[src/rtl/dino_floor_controller.sv]
// dino_floor_controller: per-tick dinosaur jump/fall physics, floor landing and cactus collision.
// Optional macro DINO_JUMP_BUFFER_EN keeps a mid-air jump request and relaunches on landing.
module dino_floor_controller #(
  parameter int unsigned JUMP_V   = 12,
  parameter int unsigned GRAVITY  = 1,
  parameter int unsigned MAX_FALL = 15,
  parameter int unsigned MAX_Y    = 239,
  parameter int unsigned DINO_X   = 40,
  parameter int unsigned DINO_W   = 20,
  parameter int unsigned CACTUS_W = 12
) (
  input  logic       clk,
  input  logic       nrst,
  input  logic       tick,
  input  logic [8:0] floor_x,
  input  logic [7:0] floor_y,
  input  logic       jump_req,
  input  logic       restart,
  input  logic [8:0] cactus_x,
  input  logic [7:0] cactus_h,
  output logic [7:0] dino_y,
  output logic       grounded,
  output logic       land,
  output logic       game_over
);
  typedef enum logic [1:0] {ST_GROUND, ST_RISE, ST_FALL, ST_DEAD} state_e;

  localparam logic [7:0] RESET_Y   = 8'd100;
  localparam logic [7:0] JUMP_V8   = 8'(JUMP_V);
  localparam logic [7:0] GRAV8     = 8'(GRAVITY);
  localparam logic [8:0] GRAV9     = 9'(GRAVITY);
  localparam logic [8:0] MAX_FALL9 = 9'(MAX_FALL);
  localparam logic [8:0] MAX_Y9    = 9'(MAX_Y);
  localparam logic [9:0] DINO_L    = 10'(DINO_X);
  localparam logic [9:0] DINO_R    = 10'(DINO_X + DINO_W - 1);
  localparam logic [9:0] CW_M1     = 10'(CACTUS_W - 1);

  state_e     state_q, state_d;
  logic [7:0] dino_y_q, dino_y_d;
  logic [7:0] vel_q, vel_d;
  logic       pending_q, pending_d;
  logic       land_q, land_d;
  logic       game_over_q, game_over_d;

  // floor_x is carried for the renderer only; the hitbox is anchored at DINO_X
  logic unused_floor_x;
  assign unused_floor_x = ^floor_x;

  // Collision uses the pre-update height and current inputs
  logic [9:0] cactus_r;
  logic [8:0] cactus_top;
  logic       x_hit, y_hit, collide;
  assign cactus_r   = {1'b0, cactus_x} + CW_M1;
  assign cactus_top = {1'b0, floor_y} + {1'b0, cactus_h};
  assign x_hit      = ({1'b0, cactus_x} <= DINO_R) && (cactus_r >= DINO_L);
  assign y_hit      = (cactus_h != 8'd0) && ({1'b0, dino_y_q} < cactus_top);
  assign collide    = x_hit && y_hit;

  logic [8:0]        rise_sum, fall_sum;
  logic [7:0]        rise_y, rise_vel, fall_v;
  logic signed [9:0] fall_y;
  logic              fall_land;

  assign rise_sum  = {1'b0, dino_y_q} + {1'b0, vel_q};
  assign rise_vel  = (vel_q > GRAV8) ? (vel_q - GRAV8) : 8'd0;
  assign fall_sum  = {1'b0, vel_q} + GRAV9;
  assign fall_v    = (fall_sum > MAX_FALL9) ? MAX_FALL9[7:0] : fall_sum[7:0];
  assign fall_y    = $signed({2'b00, dino_y_q}) - $signed({2'b00, fall_v});
  assign fall_land = (fall_y <= $signed({2'b00, floor_y}));

  always_comb begin
    rise_y = (rise_sum > MAX_Y9) ? MAX_Y9[7:0] : rise_sum[7:0];
    if (rise_y < floor_y) rise_y = floor_y;
  end

  always_comb begin
    state_d     = state_q;
    dino_y_d    = dino_y_q;
    vel_d       = vel_q;
    pending_d   = pending_q | jump_req;
    land_d      = 1'b0;
    game_over_d = game_over_q;
    if (tick) begin
      case (state_q)
        ST_GROUND: begin
          if (pending_q) begin
            state_d   = ST_RISE;
            vel_d     = JUMP_V8;
            pending_d = jump_req;
          end else begin
            dino_y_d = floor_y;
          end
        end
        ST_RISE: begin
          dino_y_d = rise_y;
          vel_d    = rise_vel;
          if (rise_vel == 8'd0) state_d = ST_FALL;
`ifndef DINO_JUMP_BUFFER_EN
          pending_d = jump_req;
`endif
        end
        ST_FALL: begin
          vel_d = fall_v;
          if (fall_land) begin
            dino_y_d = floor_y;
            land_d   = 1'b1;
            state_d  = ST_GROUND;
            vel_d    = 8'd0;
`ifdef DINO_JUMP_BUFFER_EN
            if (pending_q) begin
              state_d   = ST_RISE;
              vel_d     = JUMP_V8;
              pending_d = jump_req;
            end
`endif
          end else begin
            dino_y_d = fall_y[7:0];
          end
`ifndef DINO_JUMP_BUFFER_EN
          pending_d = jump_req;
`endif
        end
        default: begin
          if (restart) begin
            state_d     = ST_GROUND;
            dino_y_d    = floor_y;
            vel_d       = 8'd0;
            pending_d   = 1'b0;
            game_over_d = 1'b0;
          end
        end
      endcase
      // Collision wins over landing and launch; height still takes this tick's update
      if (collide && (state_q != ST_DEAD)) begin
        state_d     = ST_DEAD;
        game_over_d = 1'b1;
        land_d      = 1'b0;
      end
    end
  end

  always_ff @(posedge clk) begin
    if (!nrst) begin
      state_q     <= ST_GROUND;
      dino_y_q    <= RESET_Y;
      vel_q       <= 8'd0;
      pending_q   <= 1'b0;
      land_q      <= 1'b0;
      game_over_q <= 1'b0;
    end else begin
      state_q     <= state_d;
      dino_y_q    <= dino_y_d;
      vel_q       <= vel_d;
      pending_q   <= pending_d;
      land_q      <= land_d;
      game_over_q <= game_over_d;
    end
  end

  assign dino_y    = dino_y_q;
  assign grounded  = (state_q == ST_GROUND);
  assign land      = land_q;
  assign game_over = game_over_q;
endmodule
[config.mk]
export PLATFORM = sky130hd
export DESIGN_NAME = dino_floor_controller
export DESIGN_NICKNAME = d
export VERILOG_FILES = /design/src/rtl/dino_floor_controller.sv
export SDC_FILE = /design/constraint.sdc
export NUM_CORES = 1
export LEC_CHECK = 0
export ABC_CLOCK_PERIOD_IN_PS = 5810
export BUFFER_PORTS_ARGS = -buffer_cell sky130_fd_sc_hd__buf_2
export CELL_PAD_IN_SITES_DETAIL_PLACEMENT = 1
export CELL_PAD_IN_SITES_GLOBAL_PLACEMENT = 2
export CORE_UTILIZATION = 34
export CTS_CLUSTER_SIZE = 30
export DETAILED_ROUTE_END_ITERATION = 10
export PLACE_DENSITY = 0.87
export SYNTH_ARGS = -nofsm -noshare
export SYNTH_HDL_FRONTEND = slang
export SYNTH_SLANG_ARGS = --single-unit
export TNS_END_PERCENT = 5
[constraint.sdc]
create_clock -name clk -period 5.81 [get_ports clk]
set_input_delay 1.162 -clock clk [delete_from_list [all_inputs] [get_ports clk]]
set_output_delay 1.162 -clock clk [all_outputs]
set_load 0.01 [all_outputs]
## After elaboration in Yosys (flattened, before gate mapping)

Cells that the tools add are included.

| storage, ports and cells | value |
|---|---|
| register bits | 21 |
| input bits | 39 |
| output and inout port bits | 11 |
| logic and storage cells | 76 |

| operators by class | value |
|---|---|
| $add $sub $neg | 6 |
| magnitude comparators | 8 |
| equal/unequal tests | 9 |
| mux-type cells | 26 |
| bitwise operators | 4 |
| reduce and logical (&&, ||, !) cells | 17 |

Operators with widths:

| kind | number |
|---|---|
| two-way mux 8 bit | 10 |
| case mux 8 bit (3 select lines) | 2 |
| adder 8 x 8 -> 9 bit | 2 |
| adder 9 x 4 -> 10 bit, second input constant | 1 |
| >= comparator 10 x 6 -> 1 bit, second input constant | 1 |
| two-way mux 2 bit | 5 |
| adder 8 x 1 -> 9 bit, second input constant | 1 |
| greater-than comparator 9 x 4 -> 1 bit, second input constant | 1 |
| greater-than comparator 9 x 8 -> 1 bit, second input constant | 1 |
| <= comparator 9 x 6 -> 1 bit, second input constant | 1 |
| <= comparator 9 bit | 1 |
| less-than comparator 8 x 9 -> 1 bit | 1 |
| AND reduction 3 bit | 3 |
| subtractor 8 x 8 -> 9 bit | 1 |
| greater-than comparator 8 x 1 -> 1 bit, second input constant | 1 |
| logical NOT 8 bit | 1 |
| less-than comparator 8 bit | 1 |
| nonzero test 8 bit | 1 |
| subtractor 8 x 1 -> 8 bit, second input constant | 1 |
| two-way mux 1 bit | 7 |
| != test 3 bit, second input constant | 2 |
| case mux 2 bit (3 select lines) | 1 |
| AND reduction 5 bit | 1 |
| nonzero test 5 bit | 1 |
| other kinds (15) | 22 |

## Depth between registers and ports, before layout

| depth | value |
|---|---|
| depth in word-level cells | 8 |
| gate-level depth with buffers | 24 |
| mapped depth without buffers | 23 |

## Worst setup path before layout

OpenSTA, ideal clock, no wires.

| path | value |
|---|---|
| kind | reg-to-reg |
| start | register vel_q[0] |
| end | register state_q[1] |
| library setup time | 0.060 ns |
| arrival | 5.013 ns |
| required time | 5.750 ns |
| slack | 0.736 ns |
| stages on the path, launching flop included | 24 |
| path buffers | 1 |
| clock period less this slack | 5.074 ns |
| cells stage by stage | dfxtp_1 -> clkbuf_1 -> inv_1 -> ha_1 -> nor3b_1 -> maj3_1 -> a21oi_1 -> o21ai_0 -> nor2_1 -> ha_1 -> nor2b_1 -> o21ai_0 -> a21oi_1 -> o41ai_1 -> xnor2_1 -> ha_1 -> nor4_1 -> o21ai_0 -> o211ai_1 -> nor3b_2 -> or4_4 -> o21bai_1 -> a21boi_1 -> o221a_1 |

| on the way | value |
|---|---|
| word-level cells in the longest chain between the ends | 7 |
| elaborated cells between the ends (all ways) | 12 |
| those cells by class | add/sub (3); order compare (3); eq/ne (2); mux (2); reduce/logical (2) |

Ends and longest elaborated chain:

| element | line | RTL |
|---|---|---|
| start, declared | 40 | `logic [7:0] vel_q, vel_d;` |
| start signal, assigned | 153 | `vel_q <= vel_d;` |
| adder 8 x 1 -> 9 bit | 66 | `assign fall_sum = {1'b0, vel_q} + GRAV9;` |
| greater-than comparator 9 x 4 -> 1 bit | 67 | `assign fall_v = (fall_sum > MAX_FALL9) ? MAX_FALL9[7:0] : fall_sum[7:0];` |
| two-way mux 8 bit | 67 |  |
| subtractor 8 x 8 -> 9 bit | 68 | `assign fall_y = $signed({2'b00, dino_y_q}) - $signed({2'b00, fall_v});` |
| <= comparator 9 bit | 69 | `assign fall_land = (fall_y <= $signed({2'b00, floor_y}));` |
| != test 3 bit (no source line) | -- |  |
| AND reduction 5 bit (no source line) * | -- |  |
| end signal, assigned | 151 | `state_q <= state_d;` |
| end, declared | 38 | `state_e state_q, state_d;` |

Every way passes the cells marked *; elsewhere a longest branch is shown, timed or not.
A chain may end at the register's enable or synchronous reset.

## Final worst setup path

| path | value |
|---|---|
| start | register vel_q[0] |
| end | register dino_y_q[1], in the netlist dino_y[1] |

| on the way | value |
|---|---|
| word-level cells in the longest chain between the ends | 7 |
| elaborated cells between the ends (all ways) | 12 |
| those cells by class | add/sub (3); order compare (4); mux (5) |

Ends and longest elaborated chain:

| element | line | RTL |
|---|---|---|
| adder 8 x 1 -> 9 bit | 66 |  |
| greater-than comparator 9 x 4 -> 1 bit | 67 |  |
| two-way mux 8 bit | 67 |  |
| subtractor 8 x 8 -> 9 bit | 68 |  |
| <= comparator 9 bit | 69 |  |
| two-way mux 8 bit | 104 | `if (fall_land) begin` |
| case mux 8 bit (3 select lines) * | 84 | `case (state_q)` |
| end signal, assigned | 152 | `dino_y_q <= dino_y_d;` |
| end, declared | 39 | `logic [7:0] dino_y_q, dino_y_d;` |

Marked as above.

==> summary.md <==
| Metric | Value |
|---|---|
| Outcome | `completed` |
| Fin crit share | `0.908` |
| Startpoint class of the critical path | `register` |
| Post-Place Setup Slack | `535 ps` |
| Fillcell total | `1,140` |
| Multiplexer share of the synthesized area | `0.00674` |
| Tot GR Track Use | `0.217` |
| Port Buffers | `40` |
| Number of gates resized after cts | `0` |
| Hold slack | `581 ps` |
| Instance count on the critical path | `24` |
| Cell Rows | `34` |
| Setup violators final | `0` |
| CP Data Required Time | `5960 ps` |
| Sequential share of the synthesized area | `0.133` |
| CP max stage delay | `360 ps` |
| Simple logic cell fraction of the synthesized area | `0.193` |
| Total design power | `0.835 mW` |
| Worst Path Arrival | `5430 ps` |
| Wire per inst | `18.2 um` |
| Tightest Hold Check Type | `reg -> reg` |
| Cts hold-fix bufs | `0` |
| Final Hold Fails | `0` |
| # Max-Cap Violations | `0` |
| Worst path slowest cell | `ha_1` |
| Clock H-tree levels | `1` |
| DR vias/cell | `5.88` |
| Compound-Gate Fraction of Synth Area | `0.332` |
| R2r worst-path depth | `24` |
| Clk_lat worst skew | `280 ps` |
| Min Tclk post-route | `5280 ps` |
| Worst Skew | `13.1 ps` |
| Reg-to-reg setup timing slack | `530 ps` |
| Setup CP Type | `reg -> reg` |
| Xor and xnor fraction of the mapped netlist area | `0.0527` |
| Delay-heaviest family, CP | `compound AO/OA/AOI/OAI gates` |
| Largest net degree at the start of global routing | `16` |
| Top FF cell, synth | `dfxtp_1` |
| Reg2reg end | `dino_y[1]` |
| Antenna Diode Count | `0` |
| Io pins | `50` |
| CORE AREA | `8850 sq um` |
| Layout cells sized above 1 | `0.159` |
| Placer Congestion | `0.857` |
| Relative slew slack | `0.616` |
| Drc violations | `0` |
| Worst Setup End Kind | `register` |
| DP Wirelength | `8630 um` |
| Max-slew violations | `0` |
| Clock-pin slew on the worst setup and hold paths | `100 ps` |
| Die footprint | `9670 sq um` |
| Commonest non-fill, non-tap cells in the layout | `ha_1 (54), buf_2 (40), o21ai_0 (37), a21oi_1 (35), nor2_1 (32)` |
| CTS Buf Count | `3` |
| Post-synthesis async set-or-reset flop share | `0` |
| Multi-input gate area | `2610 sq um` |
| Nets | `550` |
| Unrepaired setup endpoints after global routing | `false` |
| Global-route wire length before repair | `16,900 um` |
| DR iter-0 viols | `166` |
| Die Ht | `98.3 um` |
| Post-Synthesis Mean Instance Area | `7.73 sq um` |
| GR Util met3 | `0.0129` |
| Post-route cell area | `3570 sq um` |
| Met2 Track Usage GR | `0.379` |
| Leak pwr | `1.60 nW` |
| Fin util | `0.403` |
| Worst path bufs/invs | `3` |
| Worst-case clock buffer depth | `2` |
| Routed vias | `3,298` |
| Commonest non-fill, non-tap cell in the layout | `ha_1` |
| Busiest layer in global routing | `met2` |
| Total Negative Setup Slacks | `0 ps` |
| Area post-placement | `3510 sq um` |
| Synth warn | `0` |
| Maximum VDD drop | `100 uV` |
| Adder-cell area share of the yosys netlist | `0.236` |
| Distinct cells, synth | `68` |
| Fin cells | `561` |
| Cells after Synth | `408` |
| Pwr per Cell Area | `234 nW/um^2` |
| Final ANT Viol Nets | `0` |
| Register Area | `420 sq um` |
| Vias in the first global route | `3,411` |
| Drt pass-1 iters | `4` |
| Reg-to-reg startpoint | `vel_q[0]` |
| CTS Sinks | `21` |
| Worst-path fanout max | `5` |
| Inst Count DP | `557` |
| Grt ovf | `0` |
| Critical Path Source | `vel_q[0]` |
| Seq cells post-synth | `21` |
| Main combinational cell family by area after synthesis | `compound AO/OA/AOI/OAI gates` |
| Peak Freq | `0.190 GHz` |
| Post-synth EDFFs | `0` |
| CTS tree | `done` |
| Final WL | `10,200 um` |
| Postcts setup bufs | `0` |
| Setup WS post-layout | `535 ps` |
| End point of the critical path | `dino_y[1]` |
| Crit-path cells | `inv_1 > ha_1 > nor3b_1 > maj3_1 > a21oi_1 > o21ai_0 > buf_4 > or2_2 > ha_1 > inv_1 > fa_1 > a211oi_2 > o21bai_2 > a21oi_1 > xnor2_1 > ha_1 > o21ai_0 > a22oi_1 > o211ai_1 > o21ai_0 > nand2_1 > o211ai_1 > nand3_1 > a221o_1` |
| Root Driver | `clkbuf_8` |
| Die W | `98.3 um` |
| Starting density of the core | `0.357` |
| Initial antenna violation count | `0` |
| Grt met1 use | `0.285` |
| Area growth, synth to finish | `13.1%` |
| Mapped cell area | `3160 sq um` |
| Worst slew pin tran | `568 ps` |
[how the worst min path moves through the flow]
stage / startpoint / to / slack (ps) / depth (start not counted)
4_1_cts: vel_q[4] / vel_q[4] / 580 / 2
3_3_place_gp: game_over / game_over / 490 / 2
5_1_grt: vel_q[4] / vel_q[4] / 610 / 2
6_report: game_over / game_over / 580 / 2
3_5_place_dp: vel_q[4] / vel_q[4] / 570 / 2
2_1_floorplan: vel_q[4] / vel_q[4] / 490 / 2
[worst reg2reg max path, cell delays in order (launching register included)]
cell	delay [ps]
dfxtp_1	350
inv_1	100
ha_1	360
nor3b_1	160
maj3_1	350
a21oi_1	150
o21ai_0	120
buf_4	180
or2_2	270
ha_1	200
inv_1	70
fa_1	260
a211oi_2	100
o21bai_2	240
a21oi_1	130
xnor2_1	170
ha_1	310
o21ai_0	100
a22oi_1	220
o211ai_1	180
o21ai_0	320
nand2_1	210
o211ai_1	170
nand3_1	90
a221o_1	360
[per-layer routing]
layer / vias to the layer above / share of wire
met4: 0 / 0.026
met2: 69 / 0.48
met5: - / 0
met1: 1593 / 0.47
met3: 11 / 0.026
li1: 1625 / -
[flip-flops by register name, summed over array words and instances (netlist names)]
name       flops
dino_y         8
game_over      1
land           1
pending_q      1
state_q        2
vel_q          8
[cell usage after synthesis, drive strengths merged (4+ instances only)]
master	n	area, sq um
a211oi	8	65.1
a21o	14	109
a21oi	35	175
a221oi	4	35.0
a22oi	4	30.0
and2	4	26.3
clkbuf	7	26.3
dfxtp	21	420
ha	54	676
inv	27	101
nand2	16	60.1
nand2b	4	25.0
nand3	7	35.0
nand4	4	25.0
nor2	32	120
nor2b	7	43.8
nor3	10	50.1
nor3b	6	50.1
nor4	5	31.3
o211ai	8	60.1
o21ai	40	200
o21bai	5	41.3
or2	5	31.3
or3	6	37.5
xnor2	10	87.6
xor2	9	78.8
[power breakdown]
group | internal [mW] | switching (mW) | total [mW]
clock network | 0.0480 | 0.0572 | 0.105
registers | 0.159 | 0.0298 | 0.189
logic | 0.225 | 0.317 | 0.541
total | 0.431 | 0.404 | 0.835
[final cells by class]
| class | instances | area share |
|---|---|---|
| clock buffers | 3 | 0.0116 |
| well taps | 108 | 0.0379 |
| multi-input cells | 354 | 0.732 |
| clock inverters | 1 | 0.00140 |
| repair buffers | 47 | 0.0708 |
| flip-flops and latches | 21 | 0.118 |
| inverters | 27 | 0.0284 |
[kinds of logic (layout without fill, tap and decap cells)]
| logic type | after synthesis | after routing |
|---|---|---|
| other | 1 | 4 |
| adders and majority gates | 58 | 58 |
| muxes | 2 | 2 |
| and+or+nand+nor | 115 | 115 |
| buffers and inverters | 36 | 78 |
| DFF | 21 | 21 |
| xor gates and xnor gates | 19 | 19 |
| AOI/OAI and AO/OA | 156 | 156 |
(Power assumes the default switching activity.)
